**src/rtl/iterative_shifter_pkg.sv**
```systemverilog
// Shared encodings for the iterative shifter: operation codes, FSM states and step size.
// Rotate support is enabled by defining ITERATIVE_SHIFTER_ROTATE_EN.
package iterative_shifter_pkg;

   typedef enum logic [1:0] {
      OP_SLL  = 2'b00,
      OP_SRL  = 2'b01,
      OP_SRA  = 2'b10,
      OP_ROTL = 2'b11
   } op_e;

   typedef enum logic [1:0] {
      ST_IDLE  = 2'd0,
      ST_SHIFT = 2'd1,
      ST_DONE  = 2'd2
   } state_e;

   localparam int unsigned STEP_MAX = 2;

endpackage

```
**src/rtl/iterative_shifter_shift_step.sv**
```systemverilog
// One shift step of 1 or 2 bit positions for the iterative shifter datapath.
// Defining ITERATIVE_SHIFTER_ROTATE_EN adds the rotate-left wrap path; otherwise ROTL acts as SLL.
module shift_step
   import iterative_shifter_pkg::*;
#(
   parameter int DATA_W = 32
) (
   input  logic [DATA_W-1:0] acc,
   input  op_e               op,
   input  logic [1:0]        step,
   output logic [DATA_W-1:0] next_acc
);

   // Any step value other than 1 or 2 leaves the accumulator unchanged.
   always_comb begin
      next_acc = acc;
      if (step == 2'd2) begin
         case (op)
            OP_SRL:  next_acc = {2'b00, acc[DATA_W-1:2]};
            OP_SRA:  next_acc = {{2{acc[DATA_W-1]}}, acc[DATA_W-1:2]};
`ifdef ITERATIVE_SHIFTER_ROTATE_EN
            OP_ROTL: next_acc = {acc[DATA_W-3:0], acc[DATA_W-1:DATA_W-2]};
`endif
            default: next_acc = {acc[DATA_W-3:0], 2'b00};
         endcase
      end else if (step == 2'd1) begin
         case (op)
            OP_SRL:  next_acc = {1'b0, acc[DATA_W-1:1]};
            OP_SRA:  next_acc = {acc[DATA_W-1], acc[DATA_W-1:1]};
`ifdef ITERATIVE_SHIFTER_ROTATE_EN
            OP_ROTL: next_acc = {acc[DATA_W-2:0], acc[DATA_W-1]};
`endif
            default: next_acc = {acc[DATA_W-2:0], 1'b0};
         endcase
      end
   end

endmodule

```
**src/rtl/iterative_shifter.sv**
```systemverilog
// Multi-cycle SLL/SRL/SRA shifter consuming up to two bit positions per cycle, start/done handshake.
// Optional rotate-left on op 11 when ITERATIVE_SHIFTER_ROTATE_EN is defined.
module iterative_shifter
   import iterative_shifter_pkg::*;
#(
   parameter int DATA_W  = 32,
   parameter int SHAMT_W = 5
) (
   input  logic               clk_i,
   input  logic               rst_i,
   input  logic               start_i,
   input  logic [1:0]         op_i,
   input  logic [DATA_W-1:0]  data_i,
   input  logic [SHAMT_W-1:0] shamt_i,
   output logic               busy_o,
   output logic               done_o,
   output logic [DATA_W-1:0]  data_o
);

   state_e               state_q, state_d;
   logic [DATA_W-1:0]    acc_q, acc_d, step_acc;
   logic [SHAMT_W-1:0]   cnt_q, cnt_d;
   op_e                  op_q, op_d;
   logic [1:0]           step;

   assign step = (cnt_q >= SHAMT_W'(STEP_MAX)) ? 2'(STEP_MAX) : 2'd1;

   shift_step #(.DATA_W(DATA_W)) u_step (
      .acc      (acc_q),
      .op       (op_q),
      .step     (step),
      .next_acc (step_acc)
   );

   always_ff @(posedge clk_i or negedge rst_i) begin
      if (!rst_i) begin
         state_q <= ST_IDLE;
         acc_q   <= '0;
         cnt_q   <= '0;
         op_q    <= OP_SLL;
      end else begin
         state_q <= state_d;
         acc_q   <= acc_d;
         cnt_q   <= cnt_d;
         op_q    <= op_d;
      end
   end

   // A new start is accepted in DONE as well as IDLE so operations can run back to back.
   always_comb begin
      state_d = state_q;
      acc_d   = acc_q;
      cnt_d   = cnt_q;
      op_d    = op_q;
      case (state_q)
         ST_SHIFT: begin
            acc_d   = step_acc;
            cnt_d   = cnt_q - {{(SHAMT_W-2){1'b0}}, step};
            state_d = (cnt_d == '0) ? ST_DONE : ST_SHIFT;
         end
         default: begin
            if (start_i) begin
               acc_d   = data_i;
               cnt_d   = shamt_i;
               op_d    = op_e'(op_i);
               state_d = (shamt_i != '0) ? ST_SHIFT : ST_DONE;
            end else begin
               state_d = ST_IDLE;
            end
         end
      endcase
   end

   assign busy_o = (state_q == ST_SHIFT);
   assign done_o = (state_q == ST_DONE);
   assign data_o = acc_q;

endmodule

```
**config.mk**
```make
export PLATFORM = sky130hd
export DESIGN_NAME = iterative_shifter
export DESIGN_NICKNAME = d
export VERILOG_FILES = /design/src/rtl/iterative_shifter_pkg.sv /design/src/rtl/iterative_shifter_shift_step.sv /design/src/rtl/iterative_shifter.sv
export SDC_FILE = /design/constraint.sdc
export NUM_CORES = 1
export LEC_CHECK = 0
export ABC_AREA = 1
export BUFFER_PORTS_ARGS = -buffer_cell sky130_fd_sc_hd__buf_2
export CELL_PAD_IN_SITES_DETAIL_PLACEMENT = 0
export CELL_PAD_IN_SITES_GLOBAL_PLACEMENT = 1
export CORE_UTILIZATION = 40
export CTS_CLUSTER_SIZE = 10
export DETAILED_ROUTE_END_ITERATION = 16
export PLACE_DENSITY = 0.84
export SKIP_CTS_REPAIR_TIMING = 1
export SLEW_MARGIN = 40
export SYNTH_ARGS = -nofsm -noshare
export SYNTH_HDL_FRONTEND = slang
export SYNTH_HIERARCHICAL = 1
export SYNTH_SLANG_ARGS = --single-unit
```
**constraint.sdc**
```tcl
create_clock -name clk_i -period 5 [get_ports clk_i]
set_clock_uncertainty 0.1 [all_clocks]
set_input_delay 1 -clock clk_i [delete_from_list [all_inputs] [get_ports clk_i]]
set_output_delay 1 -clock clk_i [all_outputs]
set_load 0.02 [all_outputs]
```
==> impl_metrics.toml <==
[cells_and_area]
layout.nets = 793
stdcell_count = 855
antennaDiodeCount = 0
layout.core_utilization = 0.473
area_delta_synth_final_pct = 12.1
drive_above_1_share = 0.135

[route]
via_count = 4125
route.met3.wl_um = 546
route.top_layer_used = "met4"
drc = 0
drt_first_pass_iters = 5
final_antenna_net_count = 0
routed-wl-met2_um = 4640
viasPerCell = 4.82
drt-total-wl_um = 10400
drt_iter0_drc = 230
met1_wl_um = 5120
post_drt_wl_per_cell_um = 12.1

[yosys]
postSynthNetCount = 742
yosys-top-cells-area = "nand2_1 (35%), dfrtp_1 (27%), nor2_1 (11%)"
synthesis.area_sq_mm = 0.00375
post_synth_inst_count = 695
yosysTopAreaCellShare = 0.350
syn-mean-instance-area_sq_um = 5.40
yosysUniqueCellTypes = 23
ys.warnings.count = 6
yosys.area.top_type = "nand2_1"
yosys_reg_bits = 41
synth-seq-area-share = 0.273

[placed_design]
place.detailed.instances = 847
buffer_ports.inserted = 75
place_congestion = 0.815
sum_of_net_half_perimeters_after_detailed_placement_um = 6460
placement.setup.worst_slack_ns = 2.59

[sta]
max_slew.worst_pin.slew_ns = 0.698
setup_viol = 0
layout_worst_path_cycle_share = 0.548
timing_hold_violations_final = 0
maxClockFrequency_ghz = 0.365
tns_ns = 0
final_setup_margin_ns = 2.26
period_needed_ns = 2.74
rsz0062_at_grt = "no"
timing.max_slew.rel_slack = 0.535
finalMaxSlewViolations = 0

[die]
die_area_sq_mm = 0.00978
number_of_placement_rows = 34
die_height_um = 98.9
die_width_um = 98.9
initial_core_util = 0.422
placeableCoreArea_sq_mm = 0.00889
boundaryPins = 76

[cts]
clk_pin_slew_worst_paths_ns = 0.09
clock_latency_ns = 0.30
cts_tree = "done"
h_tree_lvl_count = 2
max-clock-path-buffers = 2
root_buffer = "clkbuf_8"
tritoncts.num_buffers = 5
tritoncts_num_sinks = 41

[grt]
grt_first_pass_wirelength_um = 18000
first_global_vias = 3815
initial_antenna_violation_count = 0
overflow = 0
grt_usage = 0.226
grt_max_degree = 43

[setup_path]
timing_worst_setup_path_type = "reg -> out"
worst_setup_path_end_kind = "output pin"
crit_arrival_ns = 1.64
ff2ff_setup_slack_ns = 2.72
crit_required_ns = 3.90
cp-start-kind = "flip-flop"
reg2reg_from = "cnt_q[1]"
worst_r2r_endpoint = "data_o[28]"
path_max_fanout = 37
reg2reg_depth = 10

[power_and_ir_drop]
power.density_mw_per_mm2 = 661
peakVddDrop_mv = 0.352
power.static_leakage_nw = 2.60

[job]
max_cap_viol_count = 0

[min_path]
worst_hold_startpoint = "op_q[1]"
min_to = "op_q[1]"
hold-path-cell-count = 2
min-delay-path-class = "reg -> reg"

[status]
run_status = "completed"
==> worst max-delay path: stages (launching register included) <==
cell,delay [ns]
dfrtp_1,0.38
inv_2,0.07
nand2_4,0.08
inv_2,0.51
buf_2,0.28
==> report_power, final <==
group          total, mW  internal (mW)  switching [mW]
combinational       1.82          0.611            1.21
clock              0.295          0.163           0.132
sequential         0.666          0.480           0.186
total               2.78           1.25            1.53
==> cells in the mapped netlist (all sizes together) <==
library cell,count
a21oi,8
buf,34
clkinv,7
dfrtp,41
fa,1
ha,4
inv,71
nand2,355
nand3,56
nor2,109
nor4,1
o211ai,3
o21ai,3
o21bai,1
o221ai,1
==> worst max path at each step <==
stage               start    endpoint  slack (ns)
2_1_floorplan    cnt_q[4]  state_q[0]        2.38
3_3_place_gp   state_q[1]      busy_o        2.59
3_5_place_dp   state_q[1]      busy_o        2.59
4_1_cts        state_q[1]      busy_o        2.24
5_1_grt        state_q[1]      busy_o        2.12
6_report       state_q[1]      busy_o        2.26
==> layer usage <==
layer,up-vias,global-route usage
met4,0,0.0459
met5,-,0
met1,1839,0.312
met2,113,0.380
met3,4,0.0255
li1,2169,-
==> cells in the final DEF (no fill, tap or decap) <==
cell type   count
nand2_1       350
nor2_1        107
buf_2          74
inv_1          63
nand3_1        56
dfrtp_1        41
inv_2           8
a21oi_1         8
clkinv_1        7
clkbuf_8        6
ha_1            4
buf_4           4
nand2_4         3
o211ai_1        3
nand2_2         2
o21ai_0         2
nor2_4          2
nor4_1          1
o21bai_1        1
o221ai_1        1
fa_1            1
clkinvlp_4      1
bufinv_16       1
o21ai_1         1
==> per-stage QoR <==
| step | hold slack (ns) | total power, mW | instance area [sq um] |
|---|---|---|---|
| finish | 0.423 | 2.78 | 4210 |
| CTS | 0.425 | 2.80 | 4200 |
| floorplan | 0.373 | 2.10 | 3750 |
| global route | 0.483 | 3.13 | 4210 |
| global placement | 0.395 | 2.46 | 4080 |
| detailed placement | 0.401 | 2.49 | 4080 |
==> cells by family after synthesis <==
logic type / after synthesis / synth area share
AND/OR/NAND/NOR: 521 / 0.549
buffers and inverters: 112 / 0.134
flip-flops: 41 / 0.273
AO/OA/AOI/OAI: 16 / 0.0250
adder cells (fa/ha/maj): 5 / 0.0187
==> sequential cells by signal, indices dropped and copies added (netlist names) <==
signal and cells:
op_q 2, state_q 2, cnt_q 5, data_o 32
==> layout make-up <==
type | instances | area, sq um
clock buffer | 6 | 82.6
clock inverter | 2 | 37.5
inverter | 78 | 293
fill | 995 | 4680
sequential | 41 | 1030
tap | 108 | 135
timing repair buffer | 78 | 400
multi-input combinational | 542 | 2230
(Power assumes the default switching activity.)
